### src/rtl/exhaustive_test_sequencer_pkg.sv
// exhaustive_test_sequencer_pkg: shared state type and default sizing
package exhaustive_test_sequencer_pkg;
  localparam int DEF_WIDTH = 4;
  localparam int DEF_SETTLE = 2;
  typedef enum logic [1:0] {IDLE, DRIVE, CHECK, DONE} state_t;
endpackage

### src/rtl/exhaustive_test_sequencer_golden_adder.sv
// golden_adder: reference a+b+cin at WIDTH+1 bits
module golden_adder
  import exhaustive_test_sequencer_pkg::*;
#(
  parameter int WIDTH = DEF_WIDTH
) (
  input  logic [WIDTH-1:0] a,
  input  logic [WIDTH-1:0] b,
  input  logic             cin,
  output logic [WIDTH:0]   y
);
  assign y = {1'b0, a} + {1'b0, b} + {{WIDTH{1'b0}}, cin};
endmodule

### src/rtl/exhaustive_test_sequencer.sv
// exhaustive_test_sequencer: walks every {cin,a,b} through an external adder and logs mismatches
module exhaustive_test_sequencer
  import exhaustive_test_sequencer_pkg::*;
#(
  parameter int WIDTH = DEF_WIDTH,
  parameter int SETTLE = DEF_SETTLE
) (
  input  logic                 clk,
  input  logic                 rst_n,
  input  logic                 start,
  output logic [WIDTH-1:0]     a,
  output logic [WIDTH-1:0]     b,
  output logic                 cin,
  input  logic [WIDTH-1:0]     sum,
  input  logic                 cout,
  output logic                 busy,
  output logic                 done,
  output logic                 error,
  output logic [2*WIDTH+1:0]   err_count,
  output logic [WIDTH-1:0]     fail_a,
  output logic [WIDTH-1:0]     fail_b,
  output logic                 fail_cin
);
  localparam int IW = 2*WIDTH+1;
  localparam int EW = 2*WIDTH+2;
  localparam int CW = $clog2(SETTLE+1);
  state_t state;
  logic [IW-1:0] idx;
  logic [CW-1:0] cnt;
  logic [WIDTH:0] expect_y;
  logic mism, last, settled;
  golden_adder #(.WIDTH(WIDTH)) u_golden (.a(a), .b(b), .cin(cin), .y(expect_y));
  // the driven operands are the vector index itself, so they are flop outputs
  assign {cin, a, b} = idx;
  assign mism = {cout, sum} != expect_y;
  assign last = &idx;
  assign settled = cnt == CW'(SETTLE-1);
  always_ff @(posedge clk or negedge rst_n)
    if (!rst_n) begin
      state <= IDLE;
      idx <= '0;
      cnt <= '0;
      busy <= 1'b0;
      done <= 1'b0;
      error <= 1'b0;
      err_count <= '0;
      {fail_cin, fail_a, fail_b} <= '0;
    end else
      case (state)
        IDLE, DONE:
          if (start) begin
            state <= DRIVE;
            idx <= '0;
            cnt <= '0;
            busy <= 1'b1;
            done <= 1'b0;
            error <= 1'b0;
            err_count <= '0;
            {fail_cin, fail_a, fail_b} <= '0;
          end
        DRIVE: begin
          cnt <= settled ? '0 : cnt + CW'(1);
          state <= settled ? CHECK : DRIVE;
        end
        CHECK: begin
          if (mism) begin
            err_count <= err_count + EW'(1);
            error <= 1'b1;
            if (!error) {fail_cin, fail_a, fail_b} <= idx;
          end
          // the final vector stays on the bus through DONE
          idx <= last ? idx : idx + IW'(1);
          state <= last ? DONE : DRIVE;
          busy <= !last;
          done <= last;
        end
        default: state <= IDLE;
      endcase
endmodule

### config.mk
export PLATFORM = sky130hd
export DESIGN_NAME = exhaustive_test_sequencer
export DESIGN_NICKNAME = d
export VERILOG_FILES = /design/src/rtl/exhaustive_test_sequencer_pkg.sv /design/src/rtl/exhaustive_test_sequencer_golden_adder.sv /design/src/rtl/exhaustive_test_sequencer.sv
export SDC_FILE = /design/constraint.sdc
export NUM_CORES = 1
export LEC_CHECK = 0
export ABC_AREA = 1
export BUFFER_PORTS_ARGS = -buffer_cell sky130_fd_sc_hd__buf_2
export CORE_UTILIZATION = 30
export CTS_CLUSTER_SIZE = 12
export DETAILED_ROUTE_END_ITERATION = 6
export GPL_ROUTABILITY_DRIVEN = 0
export PLACE_DENSITY_LB_ADDON = 0.25
export SLEW_MARGIN = 20
export SYNTH_ARGS = -nofsm -noshare
export SYNTH_HDL_FRONTEND = slang
export SYNTH_HIERARCHICAL = 1
export SYNTH_SLANG_ARGS = --single-unit
### constraint.sdc
create_clock -name clk -period 2.06 [get_ports clk]
set_input_delay 0.412 -clock clk [delete_from_list [all_inputs] [get_ports clk]]
set_output_delay 0.412 -clock clk [all_outputs]
set_load 0.03 [all_outputs]
* Word level (Yosys, flattened, before mapping)
Index checks and enable logic that the tools add are counted.
** Word-level totals
- Flip-flop bits (word level) :: 35
** Operators by class
- Add/subtract/negate cells :: 5
- Equal/unequal tests :: 9
- Multiplexer cells :: 29
- Reductions and logical operators :: 11
** Operators by type and width (number)
- $mux W10 :: 2
- $mux W4 :: 5
- $pmux W10 S2 :: 1
- $mux W9 :: 2
- $pmux W9 S2 :: 1
- $pmux W4 S2 :: 2
- $add A10 B1 Y10 const B :: 1
- $mux W2 :: 5
- $add A9 B1 Y9 const B :: 1
- $reduce_and A9 Y1 :: 1
- $ne A2 B2 Y1 const B :: 4
- $pmux W1 S2 :: 4
- $pmux W2 S3 :: 1
- $reduce_and A3 Y1 :: 2
- $add A4 B4 Y5 :: 1
- $add A5 B1 Y5 :: 1
- $mux W1 :: 5
- $ne A5 B5 Y1 :: 1
- $eq A2 B1 Y1 const B :: 2
- $eq A2 B2 Y1 const B :: 2
- $pmux W2 S2 :: 1
- $reduce_and A2 Y1 :: 2
- $reduce_and A4 Y1 :: 1
- $reduce_bool A2 Y1 :: 2
- 4 further kinds :: 4

* Longest topological paths before layout
- Depth after elaboration :: 5
- Depth in mapped cells :: 15

* Modules after synthesis
The synthesis kept the hierarchy.
** By module, submodules not included
- exhaustive_test_sequencer :: times used 1, cells each 271, area an instance 1974.4 sq um
- golden_adder :: times used 1, cells each 25, area an instance 165.2 sq um

* Least setup slack after synthesis
Ideal clock, no wire load.
- Path kind :: register to register
- Start :: register idx[4]
- End :: register err_count[6]
- Arrival :: 2.273 ns
- Required time :: 1.943 ns
- Path slack :: -0.330 ns
- Stages on the path, launching flop included :: 15
- Path buffers :: 1
- Period minus slack after synthesis :: 2.390 ns
- Path through :: dfrtp_1 -> fa_1 -> inv_1 -> fa_1 -> inv_1 -> inv_1 -> nand2_1 -> nand2_1 -> nor2_1 -> nand3_1 -> nand2_1 -> buf_2 -> inv_1 -> nand2_1 -> nand2_1
** Between the ends
- Longest elaborated chain between the ends :: 5
** Ends and longest elaborated chain
- start, declared :: RTL line exhaustive_test_sequencer.sv:28 : logic [IW-1:0] idx;
- start signal, assigned :: RTL line exhaustive_test_sequencer.sv:72 : idx <= last ? idx : idx + IW'(1);
- $add A4 B4 Y5 :: RTL line exhaustive_test_sequencer_golden_adder.sv:12 : assign y = {1'b0, a} + {1'b0, b} + {{WIDTH{1'b0}}, cin};
- $add A5 B1 Y5 :: RTL line exhaustive_test_sequencer_golden_adder.sv:12
- via expect_y[1] :: RTL line exhaustive_test_sequencer.sv:30 : logic [WIDTH:0] expect_y;
- $ne A5 B5 Y1 :: RTL line exhaustive_test_sequencer.sv:35 : assign mism = {cout, sum} != expect_y;
- $ne A2 B2 Y1 (no line)
- $reduce_and A3 Y1 (no line)
- end signal, assigned :: RTL line exhaustive_test_sequencer.sv:67 : err_count <= err_count + EW'(1);
- end, declared :: RTL line exhaustive_test_sequencer.sv:19 : output logic [2*WIDTH+1:0] err_count,
The timed path passes the listed nets, and every way through them passes these cells.
A chain may end at the register's enable or synchronous reset.

* Worst setup path in the final report
Ends and elaborated chain as after synthesis.

==> flow_summary.toml <==
[cells_and_area]
synthToLayoutAreaGrowth_pct = 30.8
antenna_cells = 0
drive_gt1_frac = 0.263
final_common_cell = "nand2_1"
final_cell_mix = "87 x nand2_1, 38 x inv_1, 38 x buf_2"
finalCoreUtilization = 0.410
final_area_sq_um = 2800
nNetsFinal = 374

[pwr]
ir_worst_vdd_mv = 0.490
p_per_area_nw_per_um2 = 905
finalPower_mw = 2.53
p_leak_nw = 1.46

[floorplanning]
rows = 30
initial_core_util = 0.313
die_area_sq_um = 7470
fp.coreArea_sq_um = 6830
pin_count = 39
die_h_microns = 86.5
die_w_microns = 86.5

[clock_network]
numCtsBuffers = 5
h-tree-depth = 2
root_buffer = "clkbuf_8"
clk_pin_slew_worst_paths_ns = 0.08
clk-insertion-delay-late_ns = 0.29
cts_tree = "done"
clockBufferDepth = 2
clock_sink_count = 35

[synth]
yosys.area_share.simple = 0.315
synth-xor-area-share = 0.00409
ys_seq_elements = 35
yosys_warnings = 6
netlist_instances = 296
synth-compound-area-share = 0.104
ys_seq_area_frac = 0.409
synth_cell_type_count = 25
synth_top_family_by_area = "simple AND/OR/NAND/NOR gates"
syn_avg_cell_area_sq_um = 7.23
syn_area_sq_um = 2140
syn-num-nets = 314
synth_adder_area_share = 0.0655
synth.area.mux_share = 0

[placement]
io_buffer_count = 38
placed_area_sq_um = 2590
dp_slack_ns = -0.234
dp_hpwl_microns = 3940

[worst_setup_path]
cp-start-kind = "flip-flop"
crit_slowest_cell = "dfrtp_2"
path_cells = "fa_2 -> inv_2 -> fa_1 -> inv_1 -> inv_1 -> nand2_1 -> nand2_2 -> nor2_4 -> nand3_4 -> nand2_4 -> buf_12 -> inv_2 -> nand2_1 -> nand2_1"
worst_path_most_repeated_cell = "nand2_1"
crit_family = "adder cells"
path_max_fanout = 6
slowest_delay_ns = 0.43
required_ns = 2.23
worstSetupPathType = "flip-flop to flip-flop"
worstPathArrival_ns = 2.41
worst_setup_path_end_kind = "flip-flop"
crit_buf_inv = 5

[global_route]
grt_pass1_vias = 1896
grt.total_usage = 0.146
grt-ovfl-total = 0
grt_first_pass_wirelength_microns = 8600
antenna_found_initial = 0
grt_max_degree = 24

[timing]
report.final.hold_viol_count = 0
hold_ws_ns = 0.0231
rsz0062_at_grt = "yes"
tightest_slew_ns = 0.405
setup_viol = 20
postLayoutSetupSlackWorst_ns = -0.178
fmax_mhz = 447
finClkSkew_ns = 0.00820
finalWorstPathRequiredPeriod_ns = 2.24
max-slew-margin-rel = 0.729
period_share = 1.09
maxSlewViolCount = 0

[job]
drv_cap = 0

[worst_hold_path]
hold_class = "input port to async pin"

[detailed_routing]
routed_wl_microns = 5150
drt_first_pass_iters = 4
drcViolationCount = 0
wl_per_cell_microns = 11.4
drt-initial-drc-count = 72
routed-via-count = 2059
final_antenna_net_count = 0
vias_per_cell = 4.55

[outcome]
violations = "setup timing"
outcome = "finished with violations"
## worst paths after layout
path | cells after the start | to | slack (ns) | start
worst max-delay path | 14 | err_count[6] | -0.18 | idx[4]
worst min-delay path | 1 | idx[7] | 0.02 | rst_n
worst max register to register | 14 | err_count[6] | -0.18 | idx[4]
worst min register to register | 2 | fail_b[1] | 0.47 | fail_b[1]
max in group asynchronous | 2 | err_count[5] | 1.51 | rst_n
min in group clk | 2 | fail_b[1] | 0.47 | fail_b[1]
## kinds of logic (layout without fill, tap and decap cells)
kind of cell / count (synthesis) / in the layout
AND/OR/NAND/NOR: 156 / 156
buffers and inverters: 53 / 114
AO/OA/AOI/OAI: 41 / 41
XOR/XNOR: 1 / 1
flip-flops: 35 / 35
adder cells (fa/ha/maj): 10 / 10
## layout make-up
| type | instances | area (sq um) |
|---|---|---|
| Sequential cell | 35 | 880 |
| Fill cell | 728 | 4030 |
| Inverter | 43 | 164 |
| Clock inverter | 2 | 35.0 |
| Tap cell | 96 | 120 |
| Multi-Input combinational cell | 208 | 1100 |
| Clock buffer | 6 | 82.6 |
| Timing Repair Buffer | 63 | 419 |
## repair_timing
item / 4_1_cts / 5_1_grt
hold buffers: 0 / 0
cloned: 0 / 1
setup endpoints to repair: 20 / 29
pin swaps: 0 / 6
gates resized for setup: 2 / 14
setup buffers: 0 / 1
## Yosys cell counts
library cell | n | share of area
nand4_1 | 15 | 0.044
xnor2_1 | 1 | 0.0041
inv_2 | 2 | 0.0035
o21ai_1 | 10 | 0.023
a22oi_1 | 1 | 0.0035
dfrtp_1 | 35 | 0.41
nand3b_1 | 1 | 0.0035
nand2_1 | 93 | 0.16
nand3_1 | 21 | 0.049
o21ai_4 | 1 | 0.0076
o21ai_0 | 10 | 0.023
buf_6 | 1 | 0.0053
nand3_2 | 1 | 0.0047
clkbuf_1 | 1 | 0.0018
nor3_1 | 2 | 0.0047
nor2_1 | 20 | 0.035
fa_1 | 2 | 0.019
or2_2 | 2 | 0.0058
clkinv_2 | 1 | 0.0023
o221ai_1 | 1 | 0.0041
ha_1 | 8 | 0.047
buf_2 | 8 | 0.019
a21oi_1 | 18 | 0.042
inv_1 | 40 | 0.070
nand2_4 | 1 | 0.0053
## power by group
part           internal [mW]  total [mW]  switching [mW]
registers              0.769       0.846          0.0779
logic                  0.382        1.04           0.658
clock network          0.392       0.647           0.255
## per-layer routing
metal	share of wire	track usage	vias to the layer above
met5	0	0	-
met4	0.0064	0.0242	0
met3	0.038	0.0343	6
met2	0.48	0.246	37
met1	0.48	0.194	947
li1	-	-	1069
## registers in the layout (all words and copies together) (netlist names)
name / count
error: 1
done: 1
busy: 1
err_count: 10
fail_a: 4
cnt: 2
idx: 9
fail_b: 4
fail_cin: 1
state: 2
## per-stage QoR
stage | instances | setup TNS (ns)
final | 453 | -2.58
after global routing | 453 | -5.54
after CTS | 451 | -3.00
after detailed placement | 443 | -3.54
after global placement | 443 | -3.50
after floorplan | 296 | -1.94
(Power assumes the default switching activity.)
